`config.mk`:
```
export PLATFORM = sky130hd
export DESIGN_NAME = onehot_event_encoder
export DESIGN_NICKNAME = d
export VERILOG_FILES = /design/src/rtl/onehot_event_encoder.sv
export SDC_FILE = /design/constraint.sdc
export NUM_CORES = 1
export LEC_CHECK = 0
export BUFFER_PORTS_ARGS = -buffer_cell sky130_fd_sc_hd__buf_2
export CAP_MARGIN = 20
export CORE_MARGIN = 5
export CORE_UTILIZATION = 30
export CTS_BUF_LIST = sky130_fd_sc_hd__clkbuf_8
export DETAILED_ROUTE_END_ITERATION = 7
export GPL_TIMING_DRIVEN = 0
export HOLD_SLACK_MARGIN = 0.12
export SYNTH_ARGS = -nofsm -noshare
export SYNTH_HDL_FRONTEND = slang
export SYNTH_SLANG_ARGS = --single-unit
```
`constraint.sdc`:
```
create_clock -name clk_i -period 2 [get_ports clk_i]
set_clock_uncertainty 0.15 [all_clocks]
set_input_delay 0.2 -clock clk_i [delete_from_list [all_inputs] [get_ports clk_i]]
set_output_delay 0.2 -clock clk_i [all_outputs]
set_load 0.005 [all_outputs]
```
`src/rtl/onehot_event_encoder.sv`:
```
// onehot_event_encoder
//   Serialises an 8-bit multi-hot event vector into a stream of 3-bit binary
//   indices, lowest set bit first. This is the sequential inverse of the 3-to-8
//   one-hot decoder.
//
// Ports
//   clk_i       - rising-edge clock
//   rst_n_i     - asynchronous active-low reset
//   in_valid_i  - event vector offered
//   in_ready_o  - block can accept a vector (IDLE)
//   in_vec_i    - event vector; bit i set means event i pending
//   out_valid_o - out_code_o is valid (EMIT)
//   out_ready_i - consumer accepts out_code_o
//   out_code_o  - binary index of the lowest pending event
//   out_last_o  - current code is the final one of its vector
//   zero_err_o  - one-cycle pulse after an all-zero vector was accepted
//   busy_o      - high in EMIT
module onehot_event_encoder #(
  parameter int N = 8,
  parameter int W = 3
) (
  input  logic         clk_i,
  input  logic         rst_n_i,
  input  logic         in_valid_i,
  output logic         in_ready_o,
  input  logic [N-1:0] in_vec_i,
  output logic         out_valid_o,
  input  logic         out_ready_i,
  output logic [W-1:0] out_code_o,
  output logic         out_last_o,
  output logic         zero_err_o,
  output logic         busy_o
);

  typedef enum logic {IDLE = 1'b0, EMIT = 1'b1} state_e;

  state_e         state_q, state_d;
  logic [N-1:0]   pending_q, pending_d;
  logic           zero_err_q, zero_err_d;
  logic [N-1:0]   pending_minus1;
  logic           single_bit;

  // Priority encoder, bit 0 highest priority. Scanning downwards lets the
  // lowest set bit overwrite any higher one; an empty vector encodes to 0.
  function automatic logic [W-1:0] lowest_index(input logic [N-1:0] v);
    logic [W-1:0] idx;
    idx = '0;
    for (int i = N - 1; i >= 0; i--) begin
      if (v[i]) idx = W'(i);
    end
    return idx;
  endfunction

  // v & (v-1) clears the lowest set bit; it is zero exactly when at most one
  // bit is set.
  assign pending_minus1 = pending_q - {{(N-1){1'b0}}, 1'b1};
  assign single_bit     = (pending_q != '0) && ((pending_q & pending_minus1) == '0);

  // Outputs decode directly from registered state, so they are glitch-free
  // and drop to reset values as soon as the async reset hits the registers.
  assign in_ready_o  = (state_q == IDLE);
  assign out_valid_o = (state_q == EMIT);
  assign busy_o      = (state_q == EMIT);
  assign out_code_o  = lowest_index(pending_q);
  assign out_last_o  = single_bit;
  assign zero_err_o  = zero_err_q;

  always_comb begin
    state_d    = state_q;
    pending_d  = pending_q;
    zero_err_d = 1'b0;
    unique case (state_q)
      IDLE: begin
        if (in_valid_i) begin
          if (in_vec_i != '0) begin
            pending_d = in_vec_i;
            state_d   = EMIT;
          end else begin
            zero_err_d = 1'b1;
          end
        end
      end
      EMIT: begin
        if (out_ready_i) begin
          // On the last code this clears pending to zero as well.
          pending_d = pending_q & pending_minus1;
          if (single_bit) state_d = IDLE;
        end
      end
      default: state_d = IDLE;
    endcase
  end

  always_ff @(posedge clk_i or negedge rst_n_i) begin
    if (!rst_n_i) begin
      state_q    <= IDLE;
      pending_q  <= '0;
      zero_err_q <= 1'b0;
    end else begin
      state_q    <= state_d;
      pending_q  <= pending_d;
      zero_err_q <= zero_err_d;
    end
  end

endmodule
```
==> impl_metrics.toml, run 1 <==
[synthesis]
ys_types = 27
yosys_register_bits = 10
synth_common_cells = "nand2_1, dfrtp_1, nor2_1"
synth-edff-count = 0
synth.largest_area_cell = "dfrtp_1"
avgSynthCellArea_um2 = 7.99
ys_seq_area_share_pct = 40.2
synthesis.area_um2 = 623
synth_top_area_share_pct = 40.2
ys.flop_type = "dfrtp_1"
synth_area_leaders = "dfrtp_1, nand2_1, nor2_1, a21oi_1, o21ai_0"
yosys_warnings = 0
syn-num-nets = 90
synthCells = 78
yosysMostFrequentCell = "nand2_1"
synth-async-reset-ratio_pct = 100

[sta]
final-max-slew-violation-count = 0
whs_ns = 0.212
worst_slew_pin_slew_ns = 0.380
finalCriticalPeriod_ns = 2.11
setup_violations = 1
post-route-period-util_pct = 105
grt_setup_unrepaired = "true"
relSlewSlack_pct = 74.5
fmax_ghz = 0.475
setup_slack_ns = -0.107
timing_hold_violations_final = 0

[finish]
nets = 128
multi_input_area_um2 = 369
n_fill_cell = 206
regArea_um2 = 254
drive_gt1_share_pct = 35.1
num_antenna_cells = 0
area_growth_pct = 53.8

[drt]
route.detailed.vias_per_inst = 5.02
wirelength_um = 1800
wire_per_inst_um = 12.7
drtIter0Drc = 35
drcViolationCount = 0
routed-via-count = 708
first_pass_iters = 4
antenna_left = 0

[floorplanning]
core_um2 = 1960
num_rows = 16
start_util_pct = 31.8
ioPinCount = 20
die-height_um = 55.6
die_w_um = 55.6
dieArea_um2 = 3090

[setup_path]
path_max_fanout = 3
cp-start-kind = "register"
r2r_slack_ns = 0.14
required_ns = 1.65
critical_path_class = "reg2out"
crit_arrival_ns = 1.76
end_kind = "output pin"

[outcome]
outcome = "complete, but fails checks"
violations = "setup timing"

[clock_tree]
clk_path_buf_depth = 2
htree_levels = 1
clk_latency_ns = 0.23
path_clk_slew_ns = 0.05
numCtsBuffers = 3
clock-root-buffer = "clkbuf_8"
cts_tree = "yes"
cts_sinks = 10

[global_route]
grt_pass1_vias = 673
busiest_layer = "met2"
grtUsageMet2_pct = 18.6
antenna_found_initial = 0
grtUsageTotal_pct = 12.6
grt_pass1_wl_um = 3180
globalRouteOverflowTotal = 0
grt_start_max_net_pins = 11
use_met1_pct = 18.3
use_met3_pct = 1.39

[place]
portBuffers = 19
dp_slack_ns = -0.0655
place.gp.congestion = 0.815
dpl.hpwl_um = 1210

[power]
p_per_area_nw_per_um2 = 1560
p_leak_uw = 0.000454
peakVddDrop_mv = 0.557

[hold_path]
hold_class = "in2async"

[job]
drv_cap = 0
==> worst paths after layout <==
kind,end,startpoint,cells after the start
max,out_last_o,pending_q[2]$_DFFE_PN0P_,6
max in group asynchronous,pending_q[3]$_DFFE_PN0P_,rst_n_i,2
min in group clk_i,pending_q[4]$_DFFE_PN0P_,in_valid_i,5
min,pending_q[2]$_DFFE_PN0P_,rst_n_i,2
max reg2reg,busy_o$_DFF_PN0_,pending_q[2]$_DFFE_PN0P_,5
min reg2reg,pending_q[7]$_DFFE_PN0P_,pending_q[7]$_DFFE_PN0P_,2
==> critical path, stage by stage, from the launching register on <==
cell,delay [ns]
dfrtp_2,0.42
or4_4,0.56
xnor2_2,0.16
o32ai_2,0.12
nor2_1,0.07
nor2_1,0.09
buf_2,0.11
==> cell usage in the layout (no fill, tap or decap), types with 2 or more instances in the layout <==
cell	count
dlygate4sd3_1	10
nor2_1	10
o21ai_0	6
a31oi_1	2
nor4_2	2
buf_2	20
a21oi_1	7
nand2_1	12
buf_4	6
a22o_1	2
dfrtp_2	3
dfrtp_1	7
inv_1	4
clkbuf_8	3
nor3_1	4
==> power breakdown <==
| group | switching (uW) | internal [uW] | leakage [uW] |
|---|---|---|---|
| Combinational | 432 | 446 | 0.000309 |
| Sequential | 124 | 288 | 0.000123 |
| Clock | 70.9 | 131 | 0.0000216 |
==> state kept, by name (all words and copies together), names as in the netlist <==
signal and cells:
zero_err_o 1, pending_q 8, busy_o 1
==> area by class of cell <==
cell class              count  share of cell area [%]
multi-input cells          61                    38.5
repair buffers             33                    23.5
plain buffers               3                    2.09
flip-flops and latches     10                    26.5
well taps                  27                    3.52
clock buffers               3                    4.31
inverters                   4                    1.57
==> per-layer routing <==
metal  vias up  part of all wire [%]
met2        33                    48
met3         2                   6.1
met5         -                     0
li1        352                     -
met4         0                  0.95
met1       321                    45
==> metrics by stage <==
stage	instance area [um^2]	utilization [%]	TNS, ns	std cells	power (uW)
finish	958	48.9	-0.107	141	1490
global route	958	48.9	-0.191	141	1640
global placement	752	38.3	-0.0848	124	1150
floorplan	623	-	0	78	922
CTS	941	48.0	-0.103	141	1480
detailed placement	752	38.3	-0.0655	124	1160
==> logic make-up (layout without fill, tap and decap cells) <==
group / after synthesis / count (layout) / synth area share, %
AND/OR/NAND/NOR: 36 / 36 / 27.1
AO/OA/AOI/OAI: 24 / 24 / 24.5
XOR/XNOR: 1 / 1 / 2.61
flip-flops: 10 / 10 / 40.2
buffers and inverters: 7 / 43 / 5.62
==> what timing repair did <==
item	CTS	global route
pin swaps	1	0
resized for setup	5	3
buffers inserted	4	0
hold buffers	10	0
setup endpoints to repair	1	9
hold endpoints to repair	19	0
No activity file was read; power rests on OpenSTA's default activity.
==> inputs of run 2 (changes only) <==
Settings changed: PLACE_DENSITY from default to 0.56.
Clock period 2 ns to 2.7 ns, I/O delays scaled along.
==> impl_metrics.toml, run 2 (same netlist as run 1, synthesis figures left out) <==
[outcome]
outcome = "finished clean"

[finish]
area_growth_pct = 43.4
drive_gt1_share_pct = 28.4
final_common_cell = "buf_2"
num_antenna_cells = 0
nets = 122
largest_register_ffs = 8
regMostFlops = "pending_q"
layout_common_cells = "buf_2, nand2_1, nor2_1, dfrtp_1, dlygate4sd3_1"

[power]
p_clk_share_pct = 17.7
p_comb_share_pct = 53.3
peakVddDrop_mv = 0.436
internal-power_uw = 621
netSwitchingFraction_pct = 41.8
p_sw_uw = 447
p_per_area_nw_per_um2 = 1200
p_seq_share_pct = 29.0
p_leak_uw = 0.000432

[floorplanning]
ioPinCount = 20
die-height_um = 55.6
num_rows = 16
die_w_um = 55.6
dieArea_um2 = 3090
core_um2 = 1960
start_util_pct = 31.8

[clock_tree]
clk_path_buf_depth = 2
clock-root-buffer = "clkbuf_8"
htree_levels = 1
cts_tree = "yes"
numCtsBuffers = 3
cts_sinks = 10
path_clk_slew_ns = 0.05
clk_latency_ns = 0.24
cts_setup_buffers = 0

[drt]
drcViolationCount = 0
antenna_left = 0
wire_per_inst_um = 11.9
wirelength_um = 1620
routed-via-count = 665
drtIter0Drc = 10
route.detailed.vias_per_inst = 4.89
first_pass_iters = 4

[place]
dp_slack_ns = 0.500
dpl.hpwl_um = 1220
portBuffers = 19
place.gp.congestion = 0.742

[setup_path]
crit_arrival_ns = 1.92
r2r_cells = 5
end_kind = "output pin"
critical_path_buf_inv_count = 1
r2r-start = "pending_q[2]$_DFFE_PN0P_"
r2r_slack_ns = 0.75
path_max_fanout = 7
rr_endpoint = "busy_o$_DFF_PN0_"
critical_path_class = "reg2out"
required_ns = 2.28
path_cells = "or4_4 > xnor2_2 > o32ai_1 > nor2_1 > nor2_1 > buf_2"
cp-start-kind = "register"
slowest_stage = "or4_4"
cp_common_cell = "nor2_1"
crit_family = "simple AND/OR/NAND/NOR gates"
worst_path_largest_cell_delay_ns = 0.58

[global_route]
grt_start_max_net_pins = 11
grtUsageTotal_pct = 10.6
antenna_found_initial = 0
grt_pass1_wl_um = 2660
globalRouteOverflowTotal = 0
grt_pass1_vias = 611

[sta]
post-route-period-util_pct = 86.8
fin_setup_tns_ns = 0
relSlewSlack_pct = 73.3
grt_setup_unrepaired = "false"
final-max-slew-violation-count = 0
timing_hold_violations_final = 0
setup_violations = 0
worst_slew_pin_slew_ns = 0.397
finalCriticalPeriod_ns = 2.34
setup_slack_ns = 0.355
fmax_ghz = 0.426

[hold_path]
hold_class = "in2reg"
holdCritStartpoint = "in_vec_i[0]"
hold_end = "pending_q[0]$_DFFE_PN0P_"
hold_depth = 2

[job]
drv_cap = 0
-- run 2: cell types whose count changed in the layout (fill, tap and decap cells not counted), sizes merged --
cell         previous run  this run
buf                    26        22
clkbuf                  3         4
dlygate4sd3            10         8
-- run 2: layer usage --
metal	vias to the layer above	track usage [%]	part of all wire, %	wire [um]
met5	-	0	0	0
met4	0	7.29	2.6	42
met3	5	1.86	4.0	64
met2	12	15.4	45	723
met1	310	14.1	49	784
li1	338	-	-	-
-- run 2: timing repair --
action / 4_1_cts / 5_1_grt
resized for setup: 0 / 1
hold endpoints to repair: 17 / 0
hold buffers: 8 / 0
setup endpoints to repair: 0 / 1
-- run 2: layout make-up --
| class | instances | area, um^2 |
|---|---|---|
| Buffer | 3 | 20.0 |
| Clock buffer | 4 | 55.1 |
| Fill cell | 224 | 1070 |
| Inverter | 4 | 15.0 |
| Multi-Input combinational cell | 61 | 344 |
| Sequential cell | 10 | 250 |
| Tap cell | 27 | 33.8 |
| Timing Repair Buffer | 27 | 175 |
-- run 2: power by group through the flow --
stage / combinational, uW / sequential (uW) / clock, uW
finish: 569 / 310 / 189
floorplan: 401 / 282 / 0
global route: 644 / 322 / 200
detailed placement: 553 / 307 / 0
global placement: 549 / 302 / 0
CTS: 568 / 305 / 195
-- run 2: stage by stage --
stage	instances	hold WS [ns]	utilization, %	power (uW)	cell area, um^2
detailed placement	124	-0.00461	38.3	859	752
finish	136	0.124	45.5	1070	893
CTS	136	0.120	45.2	1070	887
global route	136	0.125	45.5	1170	893
floorplan	78	-0.176	-	683	623
global placement	124	-0.00650	38.3	851	752
-- run 2: how the worst max path moves through the flow --
stage,start,end,slack (ns),depth (start not counted)
6_report,pending_q[2]$_DFFE_PN0P_,out_last_o,0.36,6
5_1_grt,pending_q[2]$_DFFE_PN0P_,out_last_o,0.22,6
4_1_cts,pending_q[1]$_DFFE_PN0P_,out_last_o,0.22,6
3_5_place_dp,pending_q[2]$_DFFE_PN0P_,out_last_o,0.50,6
3_3_place_gp,pending_q[1]$_DFFE_PN0P_,out_last_o,0.56,6
2_1_floorplan,pending_q[2]$_DFFE_PN0P_,out_last_o,0.84,5
-- run 2: worst reg2reg max path, stage by stage (launching register included) --
cell and delay (ns):
dfrtp_1 0.46, or4_4 0.59, xnor2_2 0.15, o32ai_1 0.12, or2_1 0.22, a31oi_1 0.18
